===== src/rtl/muldiv_unit.sv =====
// ---------------------------------------------------------------------------
// muldiv_unit -- iterative RV32M multiply/divide execution unit.
//
// Sits behind the register file read ports. It takes both operands and the
// destination address of an M-extension instruction, iterates one bit per
// cycle, and hands the result to the register file write port.
//
// Ports:
//   clk, rst      rising-edge clock, synchronous active-high reset
//   Start_MD      accept a new operation (IDLE only)
//   Kill_MD       abort the in-flight operation (CALC/FIX), wins over Start
//   Funct3_MD     RV32M funct3 (MUL/MULH/MULHSU/MULHU/DIV/DIVU/REM/REMU)
//   A_MD, B_MD    rs1 / rs2 operands
//   Rd_MD         destination register address
//   Busy_MD       high while an operation is in CALC or FIX
//   Done_MD       one-cycle result-valid pulse
//   Result_MD     result word, held until the next accepted Start
//   WAddr_MD      latched destination address
//   WrEn_MD       Done_MD qualified by WAddr_MD != 0
//
// Optional build macro: MULDIV_EARLY_OUT_EN
//   Multiplies stop once no multiplier bits remain; divides skip the
//   leading zeros of the dividend magnitude. Results are unchanged, only
//   latency shrinks. Undefined: fixed 34-cycle latency.
// ---------------------------------------------------------------------------
module muldiv_unit #(
    parameter int XLEN  = 32,
    parameter int CNT_W = 6
) (
    input  logic            clk,
    input  logic            rst,
    input  logic            Start_MD,
    input  logic            Kill_MD,
    input  logic [2:0]      Funct3_MD,
    input  logic [XLEN-1:0] A_MD,
    input  logic [XLEN-1:0] B_MD,
    input  logic [4:0]      Rd_MD,
    output logic            Busy_MD,
    output logic            Done_MD,
    output logic [XLEN-1:0] Result_MD,
    output logic [4:0]      WAddr_MD,
    output logic            WrEn_MD
);

    typedef enum logic [1:0] {IDLE, CALC, FIX, DONE} state_t;

    localparam logic [XLEN-1:0] MIN_NEG = {1'b1, {(XLEN-1){1'b0}}};

    state_t              state;
    logic [CNT_W-1:0]    cnt;
    logic [2:0]          f3_q;
    logic                neg_q;     // result must be negated in FIX
    logic [2*XLEN-1:0]   mcand;     // multiplicand, shifted left each step
    logic [XLEN-1:0]     mplier;    // multiplier, shifted right each step
    logic [2*XLEN-1:0]   acc;       // 64-bit product register
    logic [XLEN-1:0]     quo;       // dividend shifting out / quotient in
    logic [XLEN-1:0]     rem;       // restored partial remainder
    logic [XLEN-1:0]     dvsr;

    // ---------------- operand decode at Start ----------------
    logic              sgn_a, sgn_b, a_neg, b_neg, neg_in;
    logic [XLEN-1:0]   a_mag, b_mag;
    logic              div_zero, div_ovf, special;
    logic [XLEN-1:0]   special_res;
    logic [XLEN-1:0]   quo_init;
    logic [CNT_W-1:0]  cnt_init;

`ifdef MULDIV_EARLY_OUT_EN
    function automatic logic [CNT_W-1:0] lzc(input logic [XLEN-1:0] v);
        logic [CNT_W-1:0] n;
        logic             found;
        n     = '0;
        found = 1'b0;
        for (int i = XLEN-1; i >= 0; i--) begin
            if (!found) begin
                if (v[i]) found = 1'b1;
                else      n = n + CNT_W'(1);
            end
        end
        return n;
    endfunction

    logic [CNT_W-1:0] a_lz, dvd_skip;
`endif

    always_comb begin
        sgn_a = 1'b0;
        sgn_b = 1'b0;
        case (Funct3_MD)
            3'b001, 3'b100, 3'b110: begin sgn_a = 1'b1; sgn_b = 1'b1; end
            3'b010:                 sgn_a = 1'b1;
            default: ;
        endcase
        a_neg = sgn_a & A_MD[XLEN-1];
        b_neg = sgn_b & B_MD[XLEN-1];
        a_mag = a_neg ? -A_MD : A_MD;
        b_mag = b_neg ? -B_MD : B_MD;
        // remainder follows the dividend; quotient and product use the XOR
        neg_in = (Funct3_MD == 3'b110) ? a_neg : (a_neg ^ b_neg);

        div_zero = Funct3_MD[2] && (B_MD == '0);
        div_ovf  = Funct3_MD[2] && !Funct3_MD[0] &&
                   (A_MD == MIN_NEG) && (B_MD == '1);
        special  = div_zero | div_ovf;
        if (div_zero) special_res = Funct3_MD[1] ? A_MD : '1;
        else          special_res = Funct3_MD[1] ? '0   : MIN_NEG;

`ifdef MULDIV_EARLY_OUT_EN
        // leading zeros of the dividend contribute nothing; pre-shift them
        // out, but always keep at least one iteration
        a_lz     = lzc(a_mag);
        dvd_skip = (a_lz == CNT_W'(XLEN)) ? CNT_W'(XLEN-1) : a_lz;
        quo_init = a_mag << dvd_skip;
        cnt_init = Funct3_MD[2] ? (CNT_W'(XLEN) - dvd_skip) : CNT_W'(XLEN);
`else
        quo_init = a_mag;
        cnt_init = CNT_W'(XLEN);
`endif
    end

    // ---------------- one iteration ----------------
    logic [XLEN:0]     part;        // 33-bit partial remainder after shift
    logic              fits;
    logic              mul_last;

    always_comb begin
        part = {rem, quo[XLEN-1]};
        fits = (part >= {1'b0, dvsr});
`ifdef MULDIV_EARLY_OUT_EN
        mul_last = (mplier[XLEN-1:1] == '0);
`else
        mul_last = 1'b0;
`endif
    end

    // ---------------- sign fix / word select ----------------
    logic [2*XLEN-1:0] prod_fix;
    logic [XLEN-1:0]   q_fix, r_fix, fix_res;

    always_comb begin
        prod_fix = neg_q ? -acc : acc;
        q_fix    = neg_q ? -quo : quo;
        r_fix    = neg_q ? -rem : rem;
        if (f3_q[2])              fix_res = f3_q[1] ? r_fix : q_fix;
        else if (f3_q[1:0] == 2'b00) fix_res = prod_fix[XLEN-1:0];
        else                      fix_res = prod_fix[2*XLEN-1:XLEN];
    end

    // ---------------- FSM ----------------
    always_ff @(posedge clk) begin
        if (rst) begin
            state     <= IDLE;
            cnt       <= '0;
            f3_q      <= '0;
            neg_q     <= 1'b0;
            mcand     <= '0;
            mplier    <= '0;
            acc       <= '0;
            quo       <= '0;
            rem       <= '0;
            dvsr      <= '0;
            Busy_MD   <= 1'b0;
            Done_MD   <= 1'b0;
            Result_MD <= '0;
            WAddr_MD  <= '0;
            WrEn_MD   <= 1'b0;
        end else begin
            case (state)
                IDLE: begin
                    Done_MD <= 1'b0;
                    WrEn_MD <= 1'b0;
                    if (Start_MD && !Kill_MD) begin
                        f3_q     <= Funct3_MD;
                        neg_q    <= neg_in;
                        WAddr_MD <= Rd_MD;
                        mcand    <= {{XLEN{1'b0}}, a_mag};
                        mplier   <= b_mag;
                        acc      <= '0;
                        quo      <= quo_init;
                        rem      <= '0;
                        dvsr     <= b_mag;
                        if (special) begin
                            Result_MD <= special_res;
                            Done_MD   <= 1'b1;
                            WrEn_MD   <= (Rd_MD != '0);
                            state     <= DONE;
                        end else begin
                            cnt     <= cnt_init;
                            Busy_MD <= 1'b1;
                            state   <= CALC;
                        end
                    end
                end

                CALC: begin
                    if (Kill_MD) begin
                        Busy_MD <= 1'b0;
                        state   <= IDLE;
                    end else begin
                        if (f3_q[2]) begin
                            // restoring step: subtract only if it fits
                            rem <= fits ? XLEN'(part - {1'b0, dvsr})
                                        : part[XLEN-1:0];
                            quo <= {quo[XLEN-2:0], fits};
                        end else begin
                            if (mplier[0]) acc <= acc + mcand;
                            mcand  <= mcand << 1;
                            mplier <= mplier >> 1;
                        end
                        cnt <= cnt - CNT_W'(1);
                        if (cnt == CNT_W'(1) || (!f3_q[2] && mul_last))
                            state <= FIX;
                    end
                end

                FIX: begin
                    Busy_MD <= 1'b0;
                    if (Kill_MD) begin
                        state <= IDLE;
                    end else begin
                        Result_MD <= fix_res;
                        Done_MD   <= 1'b1;
                        WrEn_MD   <= (WAddr_MD != '0);
                        state     <= DONE;
                    end
                end

                DONE: begin
                    Done_MD <= 1'b0;
                    WrEn_MD <= 1'b0;
                    state   <= IDLE;
                end

                default: state <= IDLE;
            endcase
        end
    end

endmodule


===== config.mk =====
export PLATFORM = sky130hd
export DESIGN_NAME = muldiv_unit
export DESIGN_NICKNAME = d
export VERILOG_FILES = /design/src/rtl/muldiv_unit.sv
export SDC_FILE = /design/constraint.sdc
export NUM_CORES = 1
export LEC_CHECK = 0
export ABC_CLOCK_PERIOD_IN_PS = 3200
export BUFFER_PORTS_ARGS = -buffer_cell sky130_fd_sc_hd__buf_2
export CORE_MARGIN = 1.5
export CORE_UTILIZATION = 58
export CTS_BUF_LIST = sky130_fd_sc_hd__clkbuf_4
export CTS_CLUSTER_DIAMETER = 150
export DETAILED_ROUTE_END_ITERATION = 8
export PLACE_DENSITY_LB_ADDON = 0.25
export REMOVE_ABC_BUFFERS = 1
export SLEW_MARGIN = 0
export SYNTH_ARGS = -nofsm -noshare
export SYNTH_HDL_FRONTEND = slang
export SYNTH_SLANG_ARGS = --single-unit
export TNS_END_PERCENT = 20

===== constraint.sdc =====
create_clock -name clk -period 3.2 [get_ports clk]
set_input_delay 0.64 -clock clk [delete_from_list [all_inputs] [get_ports clk]]
set_output_delay 0.64 -clock clk [all_outputs]
set_load 0.03 [all_outputs]

==> summary.md <==
| Metric | Value |
|---|---|
| Routed Antenna Nets | `0` |
| Fin worst setup slack | `-12.7 ps` |
| FMAX | `about 310 MHz` |
| Core Rows | `71` |
| Total Power | `15.3 mW` |
| Synth top cells by count | `nand2_1, dfxtp_1, nor2_1` |
| Synth Area per Inst | `7.49 µm²` |
| Synth Cell Area | `22300 µm²` |
| Die area | `a little under 40000 µm²` |
| Worst R2R Start | `acc[5]$_SDFFE_PP0P_` |
| CTS HTree Levels | `3` |
| I/O Buffers | `between 100 and 150` |
| # setup viols final | `4` |
| Critical R2R Capture | `Result_MD[31]$_SDFFE_PP0P_` |
| Crit path DAT | `roughly 3900 ps` |
| Min cycle time layout | `3210 ps` |
| Final hold viol count | `0` |
| Height of the die | `around 200 µm` |
| Root Driver | `clkbuf_4` |
| Critical Path Fanout Max | `3` |
| Hold wc startpoint | `Rd_MD[3]` |
| Core Util, Final | `about three quarters` |
| Synth async-reset ratio | `0%` |
| Share of layout cells above drive strength 1 | `between 20% and 30%` |
| Ports | `116` |
| Final setup skew | `41.0 ps` |
| # fillers | `3077` |
| DRC violations left | `0` |
| Hold_buf cts | `0` |
| Dominant synthesized flop cell | `dfxtp_1` |
| Max_slew headroom | `34.5%` |
| Fin area | `27900 µm²` |
| Vias in the first global route | `23300` |
| Core ar. | `37800 µm²` |
| Peak VDD IR | `0.406 mV` |
| MaxCap Viol Count | `0` |
| Post-synth top area share | `27.6%` |
| CTS Sinks | `308` |
| Clock Latency Late Sink | `850 ps` |
| Synth unique cells | `89` |
| Largest net degree at the start of global routing | `97` |
| Clock-pin slew on the worst setup and hold paths | `70 ps` |
| Footprint of the multi-input gates | `15900 µm²` |
| Initial Utilization | `about three fifths` |
| Total CTS buffers | `86` |
| Routed via count | `25100` |
| Total GRT Usage | `a little over 40%` |
| Register area | `6180 µm²` |
| Startpoint Class | `flop` |
| Final nets | `between 3000 and 4000` |
| R2r setup slk | `-10 ps` |
| Yosys top cell by area | `dfxtp_1` |
| Worst endpoint required time | `3900 ps` |
| Hold WS | `49.5 ps` |
| 1st-iter DRT viols | `2764` |
| Max Root-Sink Buffers | `3` |
| Cells after Synth | `between 2000 and 3000` |
| RSZ-0062 raised after global routing | `true` |
| Reg2reg path depth | `14` |
| Global route overflow | `0` |
| Final Max Slew Viols | `0` |
| Period utilization | `100%` |
| TritonRoute pass-1 iters | `8` |
| Min-Delay Path Depth | `3` |
| Actual slew at the worst max-slew pin | `roughly 1000 ps` |
| Die X | `roughly 200 µm` |
| Area contributors post-synth | `dfxtp_1, nand2_1, ha_1, a21oi_1, xnor2_1` |
| #FFs+latches synth | `approximately 300` |
| First-pass GRT wire length | `126000 µm` |
| Leakage power | `11.8 nW` |
| Per-cell routed wire length | `20.8 µm` |
| CP endpoint kind | `flop` |
| Post-synth EDFFs | `0` |
| DP HPWL | `60900 µm` |
| Synth-to-layout area growth | `24.8%` |
| Pwr dens | `549 nW/µm²` |
| Failing checks | `negative setup slack` |
| Routed WL | `a little over 80000 µm` |
| Initial antenna violation count | `3` |
| Hold Path Sink | `WAddr_MD[3]$_SDFFE_PP0P_` |
| HP Class | `in2reg` |
| Syn. warnings | `0` |
| Gpl congestion | `1.08` |
| Crit path from | `acc[5]$_SDFFE_PP0P_` |
| Critical path type | `reg2reg` |
| Drt via density | `about 6.3` |
| CTS tree | `yes` |
| Count leader, synth | `nand2_1` |
| Run status | `complete, but fails checks` |
| Area post-placement | `25800 µm²` |
| Register area share after synthesis | `27.6%` |
[cell families after synthesis]
family / count (synthesis) / synth area share (%)
XOR/XNOR: 233 / 9.14
adder cells (fa/ha/maj): 110 / 6.23
AO/OA/AOI/OAI: 977 / 28.5
multiplexers: 38 / 2.18
AND/OR/NAND/NOR: 1028 / 21.4
buffers and inverters: 289 / 4.96
flip-flops: 308 / 27.6
[critical path, cell delays in order, from the launching register on]
cell	delay (ps)
dfxtp_2	330
buf_6	120
nor4_4	280
buf_4	160
nand4b_1	210
buf_4	220
or4_4	440
or2_4	270
o31ai_4	170
xor2_1	200
a211oi_2	130
a211oi_2	270
nor3_2	70
a21oi_1	120
nor2_1	50
[area by class of cell]
| class | instances | share of cell area, % |
|---|---|---|
| multi-input combinational | 2386 | 57.1 |
| sequential | 308 | 22.2 |
| timing repair buffer | 509 | 13.2 |
| clock buffer | 122 | 3.29 |
| tap | 511 | 2.29 |
| inverter | 91 | 1.23 |
| clock inverter | 26 | 0.656 |
| antenna | 2 | 0.0180 |
[worst max-delay path by stage]
stage / end / slack [ps] / cells past startpoint
finish: Result_MD[31]$_SDFFE_PP0P_ / -10 / 14
global route: Result_MD[19]$_SDFFE_PP0P_ / -120 / 12
CTS: Result_MD[10]$_SDFFE_PP0P_ / -70 / 13
detailed placement: Result_MD[28]$_SDFFE_PP0P_ / -360 / 12
global placement: Result_MD[23]$_SDFFE_PP0P_ / -310 / 12
floorplan: acc[17]$_SDFFE_PP0P_ / -4920 / 7
[stage by stage]
step / setup slack, ps / TNS (ps) / instances
final: -12.7 / -24.5 / 3955
after global routing: -121 / -1560 / 3955
after CTS: -67.3 / -127 / 3942
after detailed placement: -361 / -17210 / 3792
after global placement: -314 / -12790 / 3792
after floorplan: -4920 / -636300 / 2785
[timing repair]
action	CTS	global route
setup endpoints to repair	60	81
pin swaps	9	71
buffers inserted	2	14
resized for setup	49	144
[sequential cells by signal (all words and copies together), names as in the netlist, 2 cells and up]
signal / cells
Result_MD: 32
acc: 64
mplier: 32
cnt: 6
WAddr_MD: 5
dvsr: 32
f3_q: 3
rem: 32
state: 2
mcand: 64
quo: 32
[cells in the final DEF, fill, tap and decap left out, types with 46 or more instances in the layout]
cell      Yosys  final
o21ai_0     213    190
xnor2_1     133    129
xor2_1      100     98
o21ai_1      39     50
dfxtp_1     308    297
o211ai_1     57     57
buf_4         1    378
inv_1        90     87
nor2_1      294    286
a22oi_1      66     66
nand2b_1     47     46
buf_2         4    114
clkbuf_4      0    122
a21oi_1     234    218
ha_1        108     99
nand4_1      52     52
nand2_1     368    362
[where the power goes]
part | internal, mW | switching (mW) | total (mW)
Clock | 1.99 | 1.82 | 3.81
Combinational | 2.60 | 4.11 | 6.71
Sequential | 4.30 | 0.466 | 4.77
[routing by layer]
metal  vias to the layer above  wire length (µm)  track usage, %
met1                     11800             33700            53.9
met2                      1351             36200            61.9
met5                         -                13               0
met3                       237              8770            9.30
met4                         2              3460            18.9
li1                      11700                 -               -
No activity file was read; power rests on OpenSTA's default activity.
